[src/rtl/wyjscia_tx.sv]
// Serial transmitter: buffers DATA_W-bit samples in a small FIFO and shifts each one out MSB-first on sclk/sdata/sfs.
// Define WYJSCIA_TX_PARITY_EN to append an even-parity bit after the LSB of every frame.
module wyjscia_tx #(
  parameter int DATA_W     = 24,
  parameter int FIFO_DEPTH = 4,
  parameter int CLK_DIV    = 4
) (
  input  logic                          clk,
  input  logic                          rst,
  input  logic [DATA_W-1:0]             in_data,
  input  logic                          in_valid,
  output logic                          in_ready,
  output logic                          sclk,
  output logic                          sdata,
  output logic                          sfs,
  output logic                          busy,
  output logic [$clog2(FIFO_DEPTH):0]   fifo_level
);

  localparam int PTR_W = $clog2(FIFO_DEPTH);
  localparam int LVL_W = PTR_W + 1;
`ifdef WYJSCIA_TX_PARITY_EN
  localparam int NBITS = DATA_W + 1;
`else
  localparam int NBITS = DATA_W;
`endif
  localparam int CNT_W = $clog2(2 * CLK_DIV);
  localparam int BIT_W = $clog2(NBITS);

  localparam logic [CNT_W-1:0] PH_LAST  = CNT_W'(2 * CLK_DIV - 1);
  localparam logic [CNT_W-1:0] PH_HIGH  = CNT_W'(CLK_DIV);
  localparam logic [CNT_W-1:0] PH_ONE   = CNT_W'(1);
  localparam logic [BIT_W-1:0] BIT_LAST = BIT_W'(NBITS - 1);
  localparam logic [BIT_W-1:0] BIT_ONE  = BIT_W'(1);
  localparam logic [LVL_W-1:0] LVL_FULL = LVL_W'(FIFO_DEPTH);
  localparam logic [LVL_W-1:0] LVL_ONE  = LVL_W'(1);
  localparam logic [PTR_W-1:0] PTR_ONE  = PTR_W'(1);

  typedef enum logic [1:0] {ST_IDLE, ST_SHIFT, ST_GAP} state_e;

  // ---------------- FIFO ----------------
  logic [DATA_W-1:0] mem_q [FIFO_DEPTH];
  logic [PTR_W-1:0]  wr_ptr_q, rd_ptr_q;
  logic [LVL_W-1:0]  level_q, level_d;
  logic [DATA_W-1:0] head;
  logic              push, pop;

  // Gated by rst so nothing is accepted while the block is being cleared.
  assign in_ready = ~rst & (level_q != LVL_FULL);
  assign push     = in_valid & in_ready;
  assign head     = mem_q[rd_ptr_q];

  // NOTE: sample storage is deliberately not reset; the level counter alone defines which entries are valid.
  always_ff @(posedge clk) begin
    if (push) mem_q[wr_ptr_q] <= in_data;
  end

  // NOTE: every signal written in an always_comb gets a default first, so no path can infer a latch.
  always_comb begin
    level_d = level_q;
    unique case ({push, pop})
      2'b10:   level_d = level_q + LVL_ONE;
      2'b01:   level_d = level_q - LVL_ONE;
      default: level_d = level_q;
    endcase
  end

  // NOTE: state registers use non-blocking assignments so all flops update together on the edge.
  always_ff @(posedge clk) begin
    if (rst) begin
      wr_ptr_q <= '0;
      rd_ptr_q <= '0;
      level_q  <= '0;
    end else begin
      if (push) wr_ptr_q <= wr_ptr_q + PTR_ONE;
      if (pop)  rd_ptr_q <= rd_ptr_q + PTR_ONE;
      level_q <= level_d;
    end
  end

  // ---------------- Serial framer ----------------
  state_e            state_q, state_d;
  logic [CNT_W-1:0]  ph_q, ph_d;
  logic [BIT_W-1:0]  bit_q, bit_d;
  logic [DATA_W-2:0] shreg_q, shreg_d;   // bits still to send after the one on sdata
  logic              sclk_q, sclk_d;
  logic              sdata_q, sdata_d;
  logic              sfs_q, sfs_d;
  logic              busy_q, busy_d;
`ifdef WYJSCIA_TX_PARITY_EN
  logic              par_q, par_d;
`endif

  always_ff @(posedge clk) begin
    if (rst) begin
      state_q <= ST_IDLE;
      ph_q    <= '0;
      bit_q   <= '0;
      shreg_q <= '0;
      sclk_q  <= 1'b0;
      sdata_q <= 1'b0;
      sfs_q   <= 1'b0;
      busy_q  <= 1'b0;
`ifdef WYJSCIA_TX_PARITY_EN
      par_q   <= 1'b0;
`endif
    end else begin
      state_q <= state_d;
      ph_q    <= ph_d;
      bit_q   <= bit_d;
      shreg_q <= shreg_d;
      sclk_q  <= sclk_d;
      sdata_q <= sdata_d;
      sfs_q   <= sfs_d;
      busy_q  <= busy_d;
`ifdef WYJSCIA_TX_PARITY_EN
      par_q   <= par_d;
`endif
    end
  end

  always_comb begin
    state_d = state_q;
    ph_d    = ph_q;
    bit_d   = bit_q;
    shreg_d = shreg_q;
    sclk_d  = 1'b0;
    sdata_d = 1'b0;
    sfs_d   = 1'b0;
    busy_d  = 1'b0;
    pop     = 1'b0;
`ifdef WYJSCIA_TX_PARITY_EN
    par_d   = par_q;
`endif
    unique case (state_q)
      ST_IDLE: begin
        if (level_q != '0) begin
          pop     = 1'b1;
          shreg_d = head[DATA_W-2:0];
          sdata_d = head[DATA_W-1];
          sfs_d   = 1'b1;
          busy_d  = 1'b1;
          ph_d    = '0;
          bit_d   = '0;
          state_d = ST_SHIFT;
`ifdef WYJSCIA_TX_PARITY_EN
          par_d   = ^head;
`endif
        end
      end
      ST_SHIFT: begin
        busy_d = 1'b1;
        if (ph_q == PH_LAST) begin
          // Bit period ends: either advance to the next bit or drop into the gap.
          ph_d = '0;
          if (bit_q == BIT_LAST) begin
            state_d = ST_GAP;
          end else begin
            bit_d   = bit_q + BIT_ONE;
            sdata_d = shreg_q[DATA_W-2];
            shreg_d = {shreg_q[DATA_W-3:0], 1'b0};
`ifdef WYJSCIA_TX_PARITY_EN
            if (bit_q == BIT_W'(DATA_W - 1)) sdata_d = par_q;
`endif
          end
        end else begin
          ph_d    = ph_q + PH_ONE;
          sclk_d  = (ph_d >= PH_HIGH);
          sdata_d = sdata_q;
          sfs_d   = sfs_q;
        end
      end
      ST_GAP: begin
        busy_d = 1'b1;
        if (ph_q == PH_LAST) begin
          ph_d    = '0;
          busy_d  = 1'b0;
          state_d = ST_IDLE;
        end else begin
          ph_d = ph_q + PH_ONE;
        end
      end
      default: state_d = ST_IDLE;
    endcase
  end

  assign sclk       = sclk_q;
  assign sdata      = sdata_q;
  assign sfs        = sfs_q;
  assign busy       = busy_q;
  assign fifo_level = level_q;

endmodule

[config.mk]
export PLATFORM = sky130hd
export DESIGN_NAME = wyjscia_tx
export DESIGN_NICKNAME = d
export VERILOG_FILES = /design/src/rtl/wyjscia_tx.sv
export SDC_FILE = /design/constraint.sdc
export NUM_CORES = 1
export LEC_CHECK = 0
export BUFFER_PORTS_ARGS = -buffer_cell sky130_fd_sc_hd__clkbuf_2
export CELL_PAD_IN_SITES_DETAIL_PLACEMENT = 2
export CELL_PAD_IN_SITES_GLOBAL_PLACEMENT = 2
export CORE_MARGIN = 8
export CORE_UTILIZATION = 46
export DETAILED_ROUTE_END_ITERATION = 10
export GPL_TIMING_DRIVEN = 0
export PLACE_DENSITY = 0.86
export SYNTH_ARGS = -nofsm -noshare
export SYNTH_HDL_FRONTEND = slang
export SYNTH_SLANG_ARGS = --single-unit
export TNS_END_PERCENT = 50
[constraint.sdc]
create_clock -name clk -period 3.83 [get_ports clk]
set_clock_uncertainty 0.05 [all_clocks]
set_input_delay 0.383 -clock clk [delete_from_list [all_inputs] [get_ports clk]]
set_output_delay 0.383 -clock clk [all_outputs]
set_load 0.1 [all_outputs]
==> results.md, run 1 <==
* LEAKAGE at 2.29 nW
* Net count, final at 495
* Reg2Reg Depth at 3
* Placed Area at 5980 um2
* Post-route cell area at 6650 um2
* CORE AREA at 12000 um2
* Arrival @ worst endpoint at 2.78 ns
* Top FF cell, synth: edfxtp_1
* Min-Delay Path Depth at 1
* Min Hold Slack at 0.126 ns
* R2r endpoint: mem_q[1][8]
* Power Dens Cells at 853 nW/um2
* Clk root buf: clkbuf_16
* Crit end category: register
* Post-synth net total at 443
* RR Startpoint: fifo_level[0]
* # DRC at 0
* Routed Antenna Nets at 0
* First-pass DRT Iterations at 4
* Rows at 40
* CP Launch Type: register
* Hold Crit Class: input pin to register
* Total GRT Usage at 20.9%
* Critical-path cell list: nor2_1 -> a211oi_2 -> and2_1
* Share of layout cells above drive strength 1 at 18.8%
* CP peak stage delay at 1.12 ns
* Crit path max-delay family: simple AND/OR/NAND/NOR gates
* Slowest cell on crit path: and2_1
* Via Count at 3586
* Cell taking the most area after synthesis: edfxtp_1
* Buffers & Inverters on Critical Path at 0
* WP data required at 3.81 ns
* Cell total after placement at 583
* Util after Layout at 55.6%
* Post-DP HPWL at 9500 um
* Final Total Pwr at 5.67 mW
* WS Path Type: register to register
* Mean Syn Cell Area at 14.0 um2
* Largest net degree at the start of global routing at 25
* Syn. warnings at 0
* RSZ-0062 raised after global routing: no
* Top cells by area, synth: edfxtp_1 51%, dfxtp_1 16%, mux2i_1 8.2%
* Hold EP: mem_q[1][9]
* Post-Place Worst Slack at 0.965 ns
* Final WS setup at 1.03 ns
* Die Ht at 127 um
* Distinct cells, synth at 38
* DIE AREA at 16000 um2
* Critical path fanouts, max at 24
* Flop2flop setup slack at 1.03 ns
* Worst-path clk slew at 0.06 ns
* Htree depth at 4
* Cts repair resizes at 0
* Slew margin rel. at 9.92%
* Fmax at 358 MHz
* Final non-filler cell total at 615
* Synth cell count leaders: 96 x edfxtp_1, 46 x dfxtp_1, 46 x mux2i_1
* Vias/cell at 5.83
* TritonCTS Buffers at 17
* GPL Wtd Cong at 0.752
* Synthesized area at 5630 um2
* Initial drt markers at 170
* Slew Viols, Final at 0
* Gate Count Post-Synth at 403
* First-pass GRT wire length at 24900 um
* Status: finished, final reports clean
* Max Cap Viol at 0
* Initial antenna violation count at 0
* Syn-to-layout area delta at 18.1%
* Fin. Hold Viols at 0
* # setup viols final at 0
* TNS Setup at 0 ns
* Post-synth EDFFs at 96
* Register area share after synthesis at 67.5%
* Slew @ Worst Pin at 1.35 ns
* Io pins at 35
* GRT Residual Overflow at 0
* Port Buffers at 33
* Hold path start: in_data[9]
* Via count of the first global-routing pass at 4177
* Diode count at 0
* Period utilization at 73.0%
* #FFs+latches synth at 142
* Final wirelength at 15700 um
* CTS tree: yes
* Tmin final at 2.80 ns
* Die X at 127 um
* CTS max path bufs at 2
* Initial Util at 47.1%
* Clock Sink Count at 142
* WL/cell at 25.6 um
* Post-CTS setup buffer count at 0
* Hold buffer count at CTS at 0
* Peak supply drop at 525 uV
* Later-pin clock latency in the skew report at 0.43 ns
* Post-synth top area share at 51.2%
* Asr flop ratio synth at 0%
* Top-count cell post-synth: edfxtp_1
[sequential cells by signal, indices dropped and copies added, names as in the netlist, named ones only]
signal	flops
sdata	1
ph_q	3
shreg_q	23
rd_ptr_q	2
bit_q	5
wr_ptr_q	2
sfs	1
fifo_level	3
busy	1
mem_q	96
state_q	2
sclk	1
[routing by layer]
metal	part of all wire (%)	track usage, %	wire, um	up-vias
met2	52	36.9	8240	78
met5	0	0	0	-
met4	3.1	10.3	484	0
met3	3.2	4.78	499	36
li1	-	-	-	1633
met1	41	23.1	6510	1839
[worst register-to-register path: cells and delay by family, from the launching register on]
family          cells  cell delay (ns)
flops               1             0.51
simple gates        2             1.26
compound gates      1             0.58
[power breakdown]
| group | switching, mW | leakage, nW | internal, mW |
|---|---|---|---|
| clock | 0.647 | 0.327 | 1.22 |
| sequential | 0.157 | 1.25 | 1.86 |
| combinational | 1.23 | 0.718 | 0.558 |
| total | 2.03 | 2.29 | 3.64 |
[cells by family (layout without fill, tap and decap cells)]
family | after synthesis | count (layout) | synth area share [%]
simple gates | 86 | 86 | 8.09
mux | 48 | 48 | 8.98
fa+ha+maj | 13 | 13 | 3.02
flops | 142 | 142 | 67.5
xor+xnor | 7 | 7 | 1.09
buf+inv | 33 | 98 | 2.49
compound gates | 74 | 74 | 8.80
[area by class of cell]
cell class,instances,area (um2)
Buffer,23,103
Clock buffer,17,425
Clock inverter,15,243
Fill cell,1054,5310
Inverter,10,37.5
Multi-Input combinational cell,228,1690
Sequential cell,142,3800
Tap cell,147,184
Timing Repair Buffer,33,165
[placed cells by master (no fill, tap or decap), types with 2 or more instances in the layout]
cell	Yosys	final
a211oi_1	26	26
a211oi_2	2	2
a21oi_1	10	10
a22oi_1	2	2
and2_1	4	2
and2_2	0	2
buf_1	2	2
buf_2	7	7
buf_4	2	2
bufinv_16	0	6
clkbuf_1	12	12
clkbuf_16	0	17
clkbuf_2	0	33
clkinv_2	0	4
clkinv_4	0	3
dfxtp_1	46	46
edfxtp_1	96	96
ha_1	12	12
inv_1	10	10
mux2i_1	46	46
mux4_2	2	2
nand2_1	3	3
nand2b_1	2	2
nand3_1	6	6
nor2_1	37	37
nor2b_1	2	2
nor3_1	18	18
nor3_2	5	5
o21ai_0	6	6
o21ai_1	2	2
o22ai_1	22	22
o31ai_1	2	2
or3_1	3	3
xnor2_1	5	5
xor2_1	2	2
[worst max-delay path by stage]
stage	end	slack, ns	from	depth (start not counted)
detailed placement	mem_q[0][12]	0.97	fifo_level[0]	3
finish	mem_q[1][8]	1.03	fifo_level[0]	3
global route	mem_q[1][3]	0.87	fifo_level[0]	3
global placement	mem_q[2][9]	1.12	fifo_level[0]	3
floorplan	in_ready	0.60	fifo_level[0]	2
CTS	mem_q[0][3]	0.89	fifo_level[0]	3
(Power assumes the default switching activity.)
==> inputs of run 2 (changes only) <==
Settings changed: ABC_AREA set to 1, CORE_UTILIZATION 46 to 39, PLACE_DENSITY 0.86 to 0.83.
Clock period 3.83 ns to 2.8 ns, I/O delays scaled along.
==> results.md, run 2 <==
* Met3 wire length at 600 um (+20%)
* Critical path fanouts, max at 10 (-58%)
* Die X at 141 um (+11%)
* RSZ-0062 raised after global routing: no
* Power Dens Cells at 1150 nW/um2 (+35%)
* Register area share after synthesis at 62.8% (-4.8 points)
* Met2 WL at 9690 um (+18%)
* Fmax at 440 MHz (+23%)
* Synth cell count leaders: 188 x nand2_1, 96 x edfxtp_1, 75 x nor2_1
* Distinct cells, synth at 30 (-21%)
* Post-DP HPWL at 12700 um (+34%)
* LEAKAGE at 2.88 nW (+26%)
* Hold Crit Class: input pin to register
* Later-pin clock latency in the skew report at 0.42 ns (about the same)
* TritonCTS Buffers at 17 (unchanged)
* TNS Setup at 0 ns (unchanged)
* Commonest cells after routing, fill and taps aside: 187 x nand2_1, 96 x edfxtp_1, 71 x nor2_1
* Routed Antenna Nets at 0 (unchanged)
* Crit end category: register
* GPL Wtd Cong at 0.761 (+1.2%)
* Hold buffer count at CTS at 0 (unchanged)
* Post-synth EDFFs at 96 (unchanged)
* Most common cell after layout, fill and taps aside: nand2_1
* WS Path Type: register to register
* First-pass GRT wire length at 29300 um (+18%)
* Fillcell total at 1661 (+58%)
* Top cells by area, synth: edfxtp_1 48%, dfxtp_1 15%, nand2_1 12%
* #FFs+latches synth at 142 (unchanged)
* First-pass DRT Iterations at 4 (unchanged)
* Peak supply drop at 525 uV (about the same)
* Top-count cell post-synth: nand2_1
* Htree depth at 4 (unchanged)
* Top FF cell, synth: edfxtp_1
* Max Cap Viol at 0 (unchanged)
* Post-synth top area share at 47.6% (-3.6 points)
* Worst-path clk slew at 0.06 ns (about the same)
* Max Used Layer: met4
* # DRC at 0 (unchanged)
* Syn. warnings at 0 (unchanged)
* Gate Count Post-Synth at 642 (+59%)
* # setup viols final at 0 (unchanged)
* Mean Syn Cell Area at 9.44 um2 (-32%)
* Port Buffers at 33 (unchanged)
* CORE AREA at 15200 um2 (+27%)
* Synthesized area at 6060 um2 (+7.6%)
* DIE AREA at 19800 um2 (+23%)
* Tmin final at 2.27 ns (-0.525 ns)
* Initial Util at 39.9% (-7.2 points)
* Arrival @ worst endpoint at 2.58 ns (-0.20 ns)
* M1 WL at 7840 um (+21%)
* Top reg by flops: mem_q
* Rows at 45 (+13%)
* Largest net degree at the start of global routing at 25 (unchanged)
* CTS max path bufs at 2 (unchanged)
* Via count of the first global-routing pass at 5355 (+28%)
* Via Count at 4716 (+32%)
* Post-CTS setup buffer count at 0 (unchanged)
* Clock Sink Count at 142 (unchanged)
* CTS tree: yes
* Min Hold Slack at 0.0219 ns (-0.104 ns)
* Final wirelength at 18400 um (+17%)
* Initial antenna violation count at 0 (unchanged)
* WL/cell at 20.5 um (-20%)
* Vias/cell at 5.26 (-9.8%)
* Status: finished, final reports clean
* Slew @ Worst Pin at 0.923 ns (-0.428 ns)
* Slew Viols, Final at 0 (unchanged)
* Initial drt markers at 165 (-2.9%)
* Total GRT Usage at 19.5% (-1.3 points)
* Cts repair resizes at 0 (unchanged)
* Post-synth net total at 682 (+54%)
* Cell taking the most area after synthesis: edfxtp_1
* Share of layout cells above drive strength 1 at 14.5% (-4.3 points)
* Syn-to-layout area delta at 17.0%
* Period utilization at 81.1% (+8.1 points)
* Largest register FFs at 96 (unchanged)
* Clk root buf: clkbuf_16
* Slew margin rel. at 38.4% (+28 points)
* CP Launch Type: register
* GRT Residual Overflow at 0 (unchanged)
* WP data required at 3.11 ns (-0.70 ns)
* Net count, final at 736 (+49%)
* Asr flop ratio synth at 0% (unchanged)
* Die Ht at 141 um (+11%)
* Fin. Hold Viols at 0 (unchanged)
* Io pins at 35 (unchanged)
* Largest registers: mem_q (96), shreg_q (23), bit_q (5)
* Diode count at 0 (unchanged)
-- run 2: routing by layer --
layer  vias to the layer above  track usage (%)
met2                        81             35.8
li1                       2230                -
met1                      2387             22.0
met4                         0             7.52
met3                        18             3.61
met5                         -                0
-- run 2: path summary, 6_finish.rpt --
path | to | slack [ns] | cells after the start | from
min reg2reg | rd_ptr_q[1] | 0.42 | 2 | rd_ptr_q[1]
min | mem_q[2][11] | 0.02 | 1 | in_data[11]
max reg2reg | shreg_q[16] | 0.53 | 9 | state_q[1]
max | shreg_q[16] | 0.53 | 9 | state_q[1]
-- run 2: where the power goes --
part,internal [mW],leakage [nW],switching (mW)
logic,0.949,1.38,2.43
clock network,1.14,0.251,0.934
registers,2.53,1.25,0.181
-- run 2: through the flow --
stage,worst slack [ns],area (um2),utilization [%],power (mW),cells
5_1_grt,0.316,7090,46.6,8.69,897
2_1_floorplan,0.0149,6090,-,5.03,642
4_1_cts,0.486,7090,46.6,8.27,897
6_report,0.528,7090,46.6,8.16,897
3_5_place_dp,0.541,6540,43.0,6.09,865
3_3_place_gp,0.345,6490,42.7,5.82,863
-- run 2: critical path, cell delays in order (launching register included) --
cell and delay [ns]:
dfxtp_1 0.37, inv_1 0.08, ha_1 0.19, buf_4 0.18
clkinv_2 0.18, clkbuf_1 0.52, nand2_1 0.14, a21oi_1 0.27
nor2_1 0.12, nor2_1 0.10
-- run 2: final cells by class --
cell class | instances | area [um2] | area share, %
multi-input combinational | 418 | 1940 | 27.4
buffer | 31 | 154 | 2.17
tap | 188 | 235 | 3.32
timing repair buffer | 35 | 208 | 2.93
clock buffer | 17 | 425 | 6.00
inverter | 51 | 193 | 2.72
clock inverter | 15 | 116 | 1.64
sequential | 142 | 3810 | 53.8
-- run 2: cell families after synthesis --
family          after synthesis  share of synthesized area (%)
compound gates               79                           6.90
fa+ha+maj                    13                           2.81
flops                       142                           62.8
buf+inv                      82                           5.72
simple gates                326                           21.8
